$ cat src/rtl/rns_fwd_conv_seq_if.sv
// Valid/ready bundle for the sequential binary-to-RNS forward converter:
// operand in on one handshake, residues out on the other.
interface rns_fwd_conv_seq_if #(
    parameter int DYN_SIZE = 16,
    parameter int MAX_MOD  = 5
);
    logic                in_valid;
    logic                in_ready;
    logic [DYN_SIZE-1:0] N;
    logic                out_valid;
    logic                out_ready;
    logic [MAX_MOD-1:0]  x0;
    logic [MAX_MOD-1:0]  x1;
    logic [MAX_MOD-1:0]  x2;
    logic [MAX_MOD-1:0]  x3;
    logic                busy;

    modport master (
        output in_valid, N, out_ready,
        input  in_ready, out_valid, x0, x1, x2, x3, busy
    );

    modport slave (
        input  in_valid, N, out_ready,
        output in_ready, out_valid, x0, x1, x2, x3, busy
    );
endinterface

$ cat src/rtl/rns_fwd_conv_seq.sv
// Iterative binary-to-RNS converter: power-of-two residue by truncation,
// odd residues by MSB-first Horner reduction, one operand bit per clock.
module rns_fwd_conv_seq #(
    parameter int DYN_SIZE = 16,
    parameter int N_MOD    = 4,
    parameter int MOD_1_K  = 5,
    parameter int MOD_2    = 17,
    parameter int MOD_3    = 13,
    parameter int MOD_4    = 11,
    parameter int MAX_MOD  = 5
) (
    input  logic                clk,
    input  logic                reset,
    rns_fwd_conv_seq_if.slave   bus
);
    localparam int CNT_W = $clog2(DYN_SIZE);
    localparam logic [CNT_W-1:0] CNT_LAST = CNT_W'(DYN_SIZE - 1);

    localparam logic [1:0] ST_IDLE = 2'd0;
    localparam logic [1:0] ST_RUN  = 2'd1;
    localparam logic [1:0] ST_DONE = 2'd2;

    logic [1:0]              state_reg;
    logic [1:0]              state_next;
    logic [CNT_W-1:0]        cnt_reg;
    logic [DYN_SIZE-1:0]     shift_reg;
    logic [MAX_MOD-1:0]      x0_reg;
    logic                    out_valid_reg;
    logic                    accept;
    logic                    running;
    logic                    last_bit;
    logic                    msb;
    logic [3:1][MAX_MOD-1:0] x_odd;

    assign accept   = (state_reg == ST_IDLE) && bus.in_valid;
    assign running  = (state_reg == ST_RUN);
    assign last_bit = running && (cnt_reg == CNT_LAST);
    assign msb      = shift_reg[DYN_SIZE-1];

    always_comb begin
        state_next = state_reg;
        case (state_reg)
            ST_IDLE: if (accept)        state_next = ST_RUN;
            ST_RUN:  if (last_bit)      state_next = ST_DONE;
            ST_DONE: if (bus.out_ready) state_next = ST_IDLE;
            default:                    state_next = ST_IDLE;
        endcase
    end

    always_ff @(posedge clk) begin
        if (!reset) begin
            state_reg     <= ST_IDLE;
            cnt_reg       <= '0;
            shift_reg     <= '0;
            x0_reg        <= '0;
            out_valid_reg <= 1'b0;
        end else begin
            state_reg <= state_next;
            if (accept) begin
                shift_reg <= bus.N;
                cnt_reg   <= '0;
                x0_reg    <= MAX_MOD'(bus.N[MOD_1_K-1:0]);
            end else if (running) begin
                shift_reg <= shift_reg << 1;
                cnt_reg   <= cnt_reg + CNT_W'(1);
            end
            if (last_bit) begin
                out_valid_reg <= 1'b1;
            end else if ((state_reg == ST_DONE) && bus.out_ready) begin
                out_valid_reg <= 1'b0;
            end
        end
    end

    // One reduction lane per odd modulus; lanes beyond N_MOD tie off to zero.
    for (genvar gi = 1; gi <= 3; gi++) begin : g_lane
        if (gi < N_MOD) begin : g_on
            localparam int MOD_VAL = (gi == 1) ? MOD_2 : ((gi == 2) ? MOD_3 : MOD_4);
            localparam logic [MAX_MOD:0] MOD_W = (MAX_MOD + 1)'(MOD_VAL);

            logic [MAX_MOD-1:0] r_reg;
            logic [MAX_MOD-1:0] r_next;
            logic [MAX_MOD-1:0] x_reg;
            logic [MAX_MOD:0]   t;

            // r < m keeps 2r+b below 2m, so a single subtract normalises it.
            always_comb begin
                t      = {r_reg, msb};
                r_next = t[MAX_MOD-1:0];
                if (t >= MOD_W) begin
                    r_next = MAX_MOD'(t - MOD_W);
                end
            end

            always_ff @(posedge clk) begin
                if (!reset) begin
                    r_reg <= '0;
                    x_reg <= '0;
                end else if (accept) begin
                    r_reg <= '0;
                end else if (running) begin
                    r_reg <= r_next;
                    if (last_bit) begin
                        x_reg <= r_next;
                    end
                end
            end

            assign x_odd[gi] = x_reg;
        end else begin : g_off
            assign x_odd[gi] = '0;
        end
    end

    assign bus.in_ready  = (state_reg == ST_IDLE) && reset;
    assign bus.busy      = running;
    assign bus.out_valid = out_valid_reg;
    assign bus.x0        = x0_reg;
    assign bus.x1        = x_odd[1];
    assign bus.x2        = x_odd[2];
    assign bus.x3        = x_odd[3];
endmodule

$ cat src/flat_wrapper.sv
// flat-port wrapper written by rule: the top's interface ports become plain ports
module rns_fwd_conv_seq_flat 
#(
    parameter int DYN_SIZE = 16,
    parameter int N_MOD    = 4,
    parameter int MOD_1_K  = 5,
    parameter int MOD_2    = 17,
    parameter int MOD_3    = 13,
    parameter int MOD_4    = 11,
    parameter int MAX_MOD  = 5
)
  (clk, reset, bus_in_valid, bus_N, bus_out_ready, bus_in_ready, bus_out_valid, bus_x0, bus_x1, bus_x2, bus_x3, bus_busy);
  rns_fwd_conv_seq_if #(.DYN_SIZE(DYN_SIZE), .MAX_MOD(MAX_MOD)) bus_i ();
  input  logic clk;
  input  logic reset;
  input wire logic [$bits(bus_i.in_valid)-1:0] bus_in_valid;
  input wire logic [$bits(bus_i.N)-1:0] bus_N;
  input wire logic [$bits(bus_i.out_ready)-1:0] bus_out_ready;
  output wire logic [$bits(bus_i.in_ready)-1:0] bus_in_ready;
  output wire logic [$bits(bus_i.out_valid)-1:0] bus_out_valid;
  output wire logic [$bits(bus_i.x0)-1:0] bus_x0;
  output wire logic [$bits(bus_i.x1)-1:0] bus_x1;
  output wire logic [$bits(bus_i.x2)-1:0] bus_x2;
  output wire logic [$bits(bus_i.x3)-1:0] bus_x3;
  output wire logic [$bits(bus_i.busy)-1:0] bus_busy;
  assign bus_i.in_valid = bus_in_valid;
  assign bus_i.N = bus_N;
  assign bus_i.out_ready = bus_out_ready;
  assign bus_in_ready = bus_i.in_ready;
  assign bus_out_valid = bus_i.out_valid;
  assign bus_x0 = bus_i.x0;
  assign bus_x1 = bus_i.x1;
  assign bus_x2 = bus_i.x2;
  assign bus_x3 = bus_i.x3;
  assign bus_busy = bus_i.busy;
  rns_fwd_conv_seq #(.DYN_SIZE(DYN_SIZE), .N_MOD(N_MOD), .MOD_1_K(MOD_1_K), .MOD_2(MOD_2), .MOD_3(MOD_3), .MOD_4(MOD_4), .MAX_MOD(MAX_MOD)) u_core (.clk(clk), .reset(reset), .bus(bus_i));
endmodule
$ cat config.mk
export PLATFORM = sky130hd
export DESIGN_NAME = rns_fwd_conv_seq_flat
export DESIGN_NICKNAME = d
export VERILOG_FILES = /design/src/rtl/rns_fwd_conv_seq_if.sv /design/src/rtl/rns_fwd_conv_seq.sv /design/src/flat_wrapper.sv
export SDC_FILE = /design/constraint.sdc
export NUM_CORES = 1
export LEC_CHECK = 0
export ABC_AREA = 1
export CAP_MARGIN = 30
export CORE_MARGIN = 2
export CORE_UTILIZATION = 53
export DETAILED_ROUTE_END_ITERATION = 10
export GPL_TIMING_DRIVEN = 0
export HOLD_SLACK_MARGIN = 0.1
export PLACE_DENSITY = 0.8
export SLEW_MARGIN = 20
export SYNTH_ARGS = -nofsm -noshare
export SYNTH_HDL_FRONTEND = slang
export SYNTH_SLANG_ARGS = --single-unit
$ cat constraint.sdc
create_clock -name clk -period 2.2 [get_ports clk]
set_input_delay 0.22 -clock clk [delete_from_list [all_inputs] [get_ports clk]]
set_output_delay 0.22 -clock clk [all_outputs]
set_load 0.03 [all_outputs]
# Yosys cells after proc, flatten, opt, wreduce, memory -nomap -nowiden
# Cells that the tools add are included.
[classes]
bitwise_logic = 2
magnitude_cmp = 3
add_sub_neg = 4
n_reduce_logical = 10
n_eq_ne = 6
mux = 11
[ops]
columns = ["op", "n"]
rows = [
  ["two-way mux 16 bit", 2],
  ["two-way mux 5 bit", 3],
  ["greater-or-equal comparator 6 x 4 -> 1 bit (second input constant)", 2],
  ["subtractor 5 x 4 -> 5 bit (second input constant)", 2],
  ["greater-or-equal comparator 6 x 5 -> 1 bit (second input constant)", 1],
  ["two-way mux 2 bit", 3],
  ["one-hot mux 2 bit (3 select lines)", 1],
  ["AND reduction 3 bit", 2],
  ["subtractor 5 bit (second input constant)", 1],
  ["adder 4 x 1 -> 4 bit (second input constant)", 1],
  ["equality test 4 bit (second input constant)", 1],
  ["logical AND 1 bit", 4],
  ["!= test 2 bit (second input constant)", 2],
  ["nonzero test 2 bit", 2],
  ["equality test 2 x 1 -> 1 bit (second input constant)", 1],
  ["equality test 2 bit (second input constant)", 1],
  ["logical NOT 2 bit", 1],
  ["two-way mux 1 bit", 2],
  ["!= test 2 x 1 -> 1 bit (second input constant)", 1],
  ["inverter 1 bit", 2],
  ["OR reduction 2 bit", 1],
]
[totals]
word_cells = 47
ff_bits = 58
output_inout_bits = 23
input_bits = 20

# Depth between registers and ports, before layout
# Gate-level depths: netlist of the first run.
[logic_depth]
ltp_word = 4
depth_mapped = 11
ltp_nobuf = 11

# Worst setup path before layout of the first run
# No wires, ideal clock.
[synth_path]
path_type = "register to register"
startpoint = "reg u_core.shift_reg[15]"
endpoint = "reg u_core.g_lane[2].g_on.r_reg[3]"
arrival_time_ns = 1.434
path_buffers = 0
setup_time_ns = 0.109
path_slack_ns = 0.657
synth_period_minus_slack_ns = 1.543
required_time_ns = 2.091
stages_incl_launch_ff = 10
path_cell_list = "dfxtp_1 -> inv_1 -> ha_1 -> inv_1 -> o21ai_1 -> nand2_1 -> nand2_1 -> nand3_1 -> nand2_1 -> inv_1"
[synth_via]
elab_chain_len = 2
word_cells_on_any_way = 3
cone_classes = "add/sub: 1; order compare: 1; mux: 1"
[synth_rtl]
columns = ["element", "line_no", "rtl"]
rows = [
  ["start, declared", "rns_fwd_conv_seq.sv:26", "logic [DYN_SIZE-1:0] shift_reg;"],
  ["start signal, assigned", "rns_fwd_conv_seq.sv:60", "shift_reg <= bus.N;"],
  ["start signal, assigned", "rns_fwd_conv_seq.sv:64", "shift_reg <= shift_reg << 1;"],
  ["subtractor 5 x 4 -> 5 bit or greater-or-equal comparator 6 x 4 -> 1 bit (tied branches)", "rns_fwd_conv_seq.sv:91, rns_fwd_conv_seq.sv:90", ""],
  ["two-way mux 5 bit *", "rns_fwd_conv_seq.sv:90", "if (t >= MOD_W) begin"],
  ["end signal, assigned", "rns_fwd_conv_seq.sv:102", "r_reg <= r_next;"],
  ["end, declared", "rns_fwd_conv_seq.sv:81", "logic [MAX_MOD-1:0] r_reg;"],
]
# Every way passes the cells marked *; elsewhere a longest branch is shown, timed or not.
# A chain may end at the register's enable or synchronous reset.

# Final worst setup path of the first run
[layout_path]
startpoint = "in reset"
endpoint = "out bus_in_ready"
[layout_via]
elab_chain_len = 1
[layout_rtl]
columns = ["element", "line_no", "rtl"]
rows = [
  ["start, declared", "flat_wrapper.sv:15", "input logic reset;"],
  ["logical AND 1 bit", "rns_fwd_conv_seq.sv:115", "assign bus.in_ready = (state_reg == ST_IDLE) && reset;"],
  ["end, declared", "flat_wrapper.sv:19", "output wire logic [$bits(bus_i.in_ready)-1:0] bus_in_ready;"],
]
# Every way passes these cells.

==> impl_summary.log, run 1 <==
INFO  metric holdBufCountCts = 0
INFO  metric timing.final.crit_period = 2.10 ns
INFO  metric tightestPinTransition = around 0.55 ns
INFO  metric avgSynthCellArea = slightly below 7 µm²
INFO  metric grt.overflow.total = 0
INFO  metric critPathSlowestCell = clkdlybuf4s50_1
INFO  metric worst_r2r_endpoint = u_core.g_lane[2].g_on.r_reg[3]
INFO  metric max_slew_margin = 63.6%
INFO  metric largest_register_ff_count = 16
INFO  metric antenna_violating_nets_post_route = 0
INFO  metric std_cell_rows = 26
INFO  metric critical_path_arrival = 1.88 ns
INFO  metric syn_inst = 408
INFO  metric post_drt_via_cell_ratio = about 5.2
INFO  metric grt_max_degree = 11
INFO  metric seq_area_frac_synth = 41.6%
INFO  metric remaining_drc_errors = 0
INFO  metric die_h = 76.6 µm
INFO  metric holdPathEnd = u_core.bus.x0[1]
INFO  metric r2r.worst_path.cells = 9
INFO  metric reg2reg_setup_slack = ~0.23 ns
INFO  metric ys_ff_latch = 58
INFO  metric r2r_start = u_core.shift_reg[15]
INFO  metric post_drt_wl_per_cell = between 10 and 15 µm
INFO  metric critical_path.endpoint_type = output pin
INFO  metric worstPathRequired = between 1.5 and 2 ns
INFO  metric final.fill_count = between 400 and 500
INFO  metric mostFrequentLayoutCells = nand2_1, dfxtp_1, inv_1
INFO  metric max_stage_delay = 0.53 ns
INFO  metric hpwl = roughly 4500 µm
INFO  metric clk_latency = roughly 0.34 ns
INFO  metric overall_global_routing_usage = about a quarter
INFO  metric share_of_synthesized_flip_flops_with_an_asynchronous_set_or_reset = 0%
INFO  metric crit_chain = clkdlybuf4s50_1 -> inv_2 -> buf_1 -> nor2_1 -> dlygate4sd2_1
INFO  metric globalplace.congestion = 0.864
INFO  metric area_growth = 27.8%
INFO  metric cts-root-to-sink-buffers = 2
INFO  metric seq_area = roughly 1200 µm²
INFO  metric synth_edf_count = 0
INFO  metric layout_commonest_cell = nand2_1
INFO  metric drt_pre_antenna_iters = 5
INFO  metric finalHoldViolations = 0
INFO  metric timing.hold.worst_path_depth = 2
INFO  metric numCtsBuffers = 9
INFO  metric slew_violations = 0
INFO  metric drive_above_1_share = under 10%
INFO  metric worstSetupStartpointType = input port
INFO  metric timing.final.setup_violations = 0
INFO  metric core_area = 5110 µm²
INFO  metric final_cells = 536
INFO  metric tritoncts = yes
INFO  metric number_of_clock_sinks_seen_by_cts = 58
INFO  metric timing.fmax = between 0.4 and 0.5 GHz
INFO  metric synthesis.area = between 2000 and 3000 µm²
INFO  metric die-width = roughly 77 µm
INFO  metric power-per-cell-area = ~810 nW/µm²
INFO  metric final_core_utilization = between 60% and 70%
INFO  metric floorplan.io_pins = 43
INFO  metric finalClockSkew = slightly above 0.008 ns
INFO  metric clock_tree.htree_level_count = 3
INFO  metric post_synth_num_cell_types = 28
INFO  metric synthFlopType = dfxtp_1
INFO  metric power.total = ~0.0029 W
INFO  metric global_route_wire_length_before_repair = roughly 11000 µm
INFO  metric clk_root_buffer_cell = clkbuf_8
INFO  metric hp-start = u_core.bus.x0[1]
INFO  metric run_status = complete, no violations
INFO  metric drv_cap = 0
INFO  metric leakagePower = ~1.7 nW
INFO  metric grt_setup_unrepaired = false
INFO  metric holdWs = approximately 0.44 ns
INFO  metric route.vias.total = roughly 2800
INFO  metric totalNegativeSetupSlack = 0 ns
INFO  metric highest_ir_drop_seen_on_vdd = just under 0.5 mV
INFO  metric finish.net_count = just under 500
INFO  metric crit_buf_inv = 4
INFO  metric synth-warning-count = 0
INFO  metric aggregate_routed_wire_length = 6620 µm
INFO  metric vias_in_the_first_global_route = approximately 2500
INFO  metric die_area = 5870 µm²
INFO  metric starting_utilization_of_the_core_area = a little over half
INFO  metric worst-setup-path-type = in -> out
INFO  metric final.period_utilization = 95.6%
INFO  metric min_delay_path_class = reg -> reg
INFO  metric grt_antenna_before_repair = 0
INFO  metric first_iter_violations = 228
INFO  metric port_buffers = 42
INFO  metric timing.critical_path.fanout_max = 10
INFO  metric synth.area.top_cells = dfxtp_1, nand2_1, nand3_1
INFO  metric synth_top_area_cell = dfxtp_1
INFO  metric multi_input_area = 1300 µm²
INFO  metric num_antenna_cells = 0
INFO  metric synthDominantCellAreaShare = between 40% and 50%
INFO  metric cts.clk_slew.worst_paths = approximately 0.06 ns
INFO  metric cell_family_with_the_largest_share_of_critical_path_delay = buffers and inverters
INFO  metric syn_nets = around 430
INFO  metric post-place-cells = between 500 and 600
area by class of cell:
class	instances	area share, %
inverter	63	6.77
tap	70	2.45
clock buffer	11	3.96
clock inverter	5	3.51
buffer	13	2.63
timing repair buffer	42	11.8
multi-input combinational	274	36.3
sequential	58	32.5
logic make-up after synthesis:
| group | after synthesis | share of synthesized area, % |
|---|---|---|
| simple gates | 222 | 34.2 |
| buf+inv | 76 | 12.0 |
| flops | 58 | 41.6 |
| compound gates | 43 | 8.56 |
| fa+ha+maj | 6 | 2.69 |
| xor+xnor | 3 | 0.941 |
power breakdown:
part,internal [W],leakage [nW],switching (W)
Sequential,0.00111,0.473,0.0000416
Combinational,0.000161,1.05,0.000275
Clock,0.000897,0.134,0.000422
Total,0.00216,1.65,0.000738
per-stage QoR:
stage	cell area, µm²	setup slack [ns]
3_3_place_gp	3300	-0.0929
6_report	3570	0.0979
4_1_cts	3570	0.00684
2_1_floorplan	2790	0.657
3_5_place_dp	3300	-0.129
5_1_grt	3570	0.0421
how the worst max path moves through the flow:
stage                    startpoint                             end  slack, ns  cells after the start
2_1_floorplan  u_core.shift_reg[15]  u_core.g_lane[2].g_on.r_reg[3]       0.66                      9
3_3_place_gp                  reset                    bus_in_ready      -0.09                      5
6_report                      reset                    bus_in_ready        0.1                      5
3_5_place_dp                  reset                    bus_in_ready      -0.13                      5
5_1_grt                       reset                    bus_in_ready       0.04                      5
4_1_cts         u_core.state_reg[0]                        bus_busy      0.007                      4
worst register-to-register path, cell delays in order (launching register included):
cell     delay (ns)
dfxtp_1        0.42
inv_1          0.27
ha_1           0.26
inv_1          0.07
o21ai_1        0.30
nand2_1        0.22
nand2_1        0.14
nand3_1        0.09
nand2_1        0.07
inv_1          0.04
Yosys cell counts (3+ instances only):
cell type and n:
a21oi_1 17, a31oi_1 8, buf_2 3, buf_6 3, dfxtp_1 58, ha_1 6
inv_1 57, inv_2 4, nand2_1 110, nand3_1 54, nand4_1 5, nor2_1 46
nor2_4 4, o211ai_1 4, o21ai_0 10
per-layer routing:
| layer | up-vias | global-route usage (%) | wire length (µm) |
|---|---|---|---|
| li1 | 1405 | - | - |
| met1 | 1211 | 29.9 | 2900 |
| met2 | 131 | 38.9 | 3030 |
| met3 | 26 | 3.91 | 486 |
| met4 | 0 | 12.5 | 199 |
| met5 | - | 0 | 0 |
repair_timing:
action	4_1_cts	5_1_grt
resized for setup	1	1
endpoints found under the setup margin	1	1
setup buffers	0	0
pin swaps	0	0
endpoints found under the hold margin	0	0
(Power assumes the default switching activity.)
==> run 2, diff against run 1 <==
--- a/config.mk
+++ b/config.mk
@@ -13,6 +13,7 @@
 export GPL_TIMING_DRIVEN = 0
 export HOLD_SLACK_MARGIN = 0.1
 export PLACE_DENSITY = 0.8
+export RECOVER_POWER = 25
 export SLEW_MARGIN = 20
 export SYNTH_ARGS = -nofsm -noshare
 export SYNTH_HDL_FRONTEND = slang
==> run 2 against run 1 <==
- final cell count stayed put
- sequential power is essentially flat
- sequential share of layout area increased by 0.24 points
- design area fell by 0.74%
- clock-buffer cell count is the same
- critical path type unchanged
- die area did not move
- clock power about the same
==> impl_summary.log, run 2 (synthesis gave the netlist of run 1 again) <==
INFO  metric internal_power = between 0.002 and 0.0025 W
INFO  metric drt_pre_antenna_iters = 5
INFO  metric crit_chain = clkdlybuf4s50_1 -> inv_2 -> buf_1 -> nor2_1 -> dlygate4sd2_1
INFO  metric min_delay_path_class = reg -> reg
INFO  metric power-per-cell-area = 819 nW/µm²
INFO  metric pre_cts_ws = -0.129 ns
INFO  metric overall_global_routing_usage = a little under a quarter
INFO  metric final.period_utilization = 95.4%
INFO  metric max_slew_margin = between 50 and 60%
INFO  metric critical_path_arrival = 1.88 ns
INFO  metric finalHoldViolations = 0
INFO  metric area_growth = 26.8%
INFO  metric max_stage_delay = approximately 0.53 ns
INFO  metric first_iter_violations = ~220
INFO  metric timing.final.crit_period = 2.10 ns
INFO  metric worstPathRequired = just under 2 ns
INFO  metric aggregate_routed_wire_length = ~6600 µm
INFO  metric global_route_wire_length_before_repair = around 11000 µm
INFO  metric sequentialPowerShare = 39.6%
INFO  metric critical_path.endpoint_type = output pin
INFO  metric final_critical_path_setup_slack = between 0.1 and 0.15 ns
INFO  metric die-width = roughly 77 µm
INFO  metric cell_family_with_the_largest_share_of_critical_path_delay = buffers and inverters
INFO  metric switching_share = between 20 and 30%
INFO  metric floorplan.io_pins = between 40 and 50
INFO  metric port_buffers = 42
INFO  metric globalplace.congestion = approximately 0.86
INFO  metric mostFrequentLayoutCells = nand2_1, dfxtp_1, inv_1
INFO  metric timing.critical_path.fanout_max = 10
INFO  metric die_h = 76.6 µm
INFO  metric grt_setup_unrepaired = false
INFO  metric route.vias.total = approximately 2800
INFO  metric vias_in_the_first_global_route = around 2500
INFO  metric remaining_drc_errors = 0
INFO  metric timing.final.setup_violations = 0
INFO  metric clk_latency = approximately 0.34 ns
INFO  metric cts.repair_timing.setup_buffer_count = 0
INFO  metric std_cell_rows = 26
INFO  metric layout_commonest_cell = nand2_1
INFO  metric crit_buf_inv = 4
INFO  metric die_area = slightly below 6000 µm²
INFO  metric post_drt_wl_per_cell = 12.4 µm
INFO  metric tightestPinTransition = 0.726 ns
INFO  metric power.net_switching = ~0.00074 W
INFO  metric hpwl = between 4000 and 5000 µm
INFO  metric drv_cap = 0
INFO  metric critPathSlowestCell = clkdlybuf4s50_1
INFO  metric final.fill_count = roughly 450
INFO  metric worstSetupStartpointType = input port
INFO  metric starting_utilization_of_the_core_area = between 50% and 60%
INFO  metric post_cts_resize_count = 1
INFO  metric clk_root_buffer_cell = clkbuf_8
INFO  metric largest_register_ff_count = 16
INFO  metric holdBufCountCts = 0
INFO  metric grt_antenna_before_repair = 0
INFO  metric highest_ir_drop_seen_on_vdd = ~0.48 mV
INFO  metric cts.clk_slew.worst_paths = 0.07 ns
INFO  metric antenna_violating_nets_post_route = 0
INFO  metric post_drt_via_cell_ratio = 5.16
INFO  metric number_of_clock_sinks_seen_by_cts = 58
INFO  metric timing.fmax = between 0.4 and 0.5 GHz
INFO  metric final_core_utilization = ~69%
INFO  metric share_comb_of_total_power = around 15%
INFO  metric core_area = a little over 5000 µm²
INFO  metric num_antenna_cells = 0
INFO  metric drive_above_1_share = 6.65%
INFO  metric slew_violations = 0
INFO  metric run_status = complete, no violations
INFO  metric finish.net_count = roughly 490
INFO  metric power.clock.fraction = between 40% and 50%
INFO  metric leakagePower = 1.64 nW
INFO  metric grt.overflow.total = 0
INFO  metric clock_tree.htree_level_count = 3
INFO  metric numCtsBuffers = 9
INFO  metric cts-root-to-sink-buffers = 2
INFO  metric holdWs = about 0.44 ns
INFO  metric finalClockSkew = between 0.008 and 0.009 ns
INFO  metric worst-setup-path-type = in -> out
INFO  metric tritoncts = yes
INFO  metric grt_max_degree = 11
[run 2: cell count changes in the layout (fill, tap and decap cells not counted), sizes merged]
cell / before / now
clkbuf: 13 / 15
buf: 11 / 9
[run 2: power groups by stage]
stage / logic [W] / clock network (W) / registers [W]
3_5_place_dp: 0.000428 / 0 / 0.00117
2_1_floorplan: 0.000289 / 0 / 0.00117
5_1_grt: 0.000473 / 0.00137 / 0.00115
6_report: 0.000425 / 0.00133 / 0.00115
3_3_place_gp: 0.000418 / 0 / 0.00117
4_1_cts: 0.000433 / 0.00133 / 0.00115
[run 2: per-stage QoR]
| step | power (W) | TNS [ns] | cell area [µm²] | cells |
|---|---|---|---|---|
| final | 0.00290 | 0 | 3540 | 536 |
| after floorplan | 0.00146 | 0 | 2790 | 408 |
| after global placement | 0.00159 | -0.0929 | 3300 | 520 |
| after global routing | 0.00300 | 0 | 3540 | 536 |
| after CTS | 0.00291 | 0 | 3570 | 536 |
| after detailed placement | 0.00160 | -0.129 | 3300 | 520 |
[run 2: final timing paths]
path / startpoint / end / slack (ns) / cells past startpoint
worst max-delay path: reset / bus_in_ready / 0.10 / 5
worst min-delay path: u_core.bus.x0[1] / u_core.bus.x0[1] / 0.44 / 2
worst max register to register: u_core.shift_reg[15] / u_core.g_lane[2].g_on.r_reg[3] / 0.21 / 9
worst min register to register: u_core.bus.x0[1] / u_core.bus.x0[1] / 0.44 / 2
[run 2: area by class of cell]
cell class / instances / area [µm²] / area share (%)
inverters: 63 / 241 / 6.82
well taps: 70 / 87.6 / 2.47
clock inverters: 5 / 125 / 3.53
clock buffers: 11 / 141 / 3.99
plain buffers: 13 / 82.6 / 2.33
multi-input cells: 274 / 1280 / 36.2
flip-flops and latches: 58 / 1160 / 32.8
repair buffers: 42 / 422 / 11.9
[run 2: tightest hold or removal path: cells and delay by family, from the launching register on]
kind | cells | cell delay [ns]
AND/OR/NAND/NOR | 2 | 0.10
flip-flops | 1 | 0.31
[run 2: per-layer routing]
metal / track usage (%) / part of all wire [%]
met4: 12.5 / 2.5
met5: 0 / 0
met3: 3.91 / 6.8
met2: 38.9 / 46
met1: 29.9 / 44
==> run 3, diff against run 2 <==
--- a/config.mk
+++ b/config.mk
@@ -14,6 +14,7 @@
 export HOLD_SLACK_MARGIN = 0.1
 export PLACE_DENSITY = 0.8
 export RECOVER_POWER = 25
+export SKIP_LAST_GASP = 1
 export SLEW_MARGIN = 20
 export SYNTH_ARGS = -nofsm -noshare
 export SYNTH_HDL_FRONTEND = slang
==> results of run 3 <==
No change in the layout: final DEF, timing and power equal those of run 2.
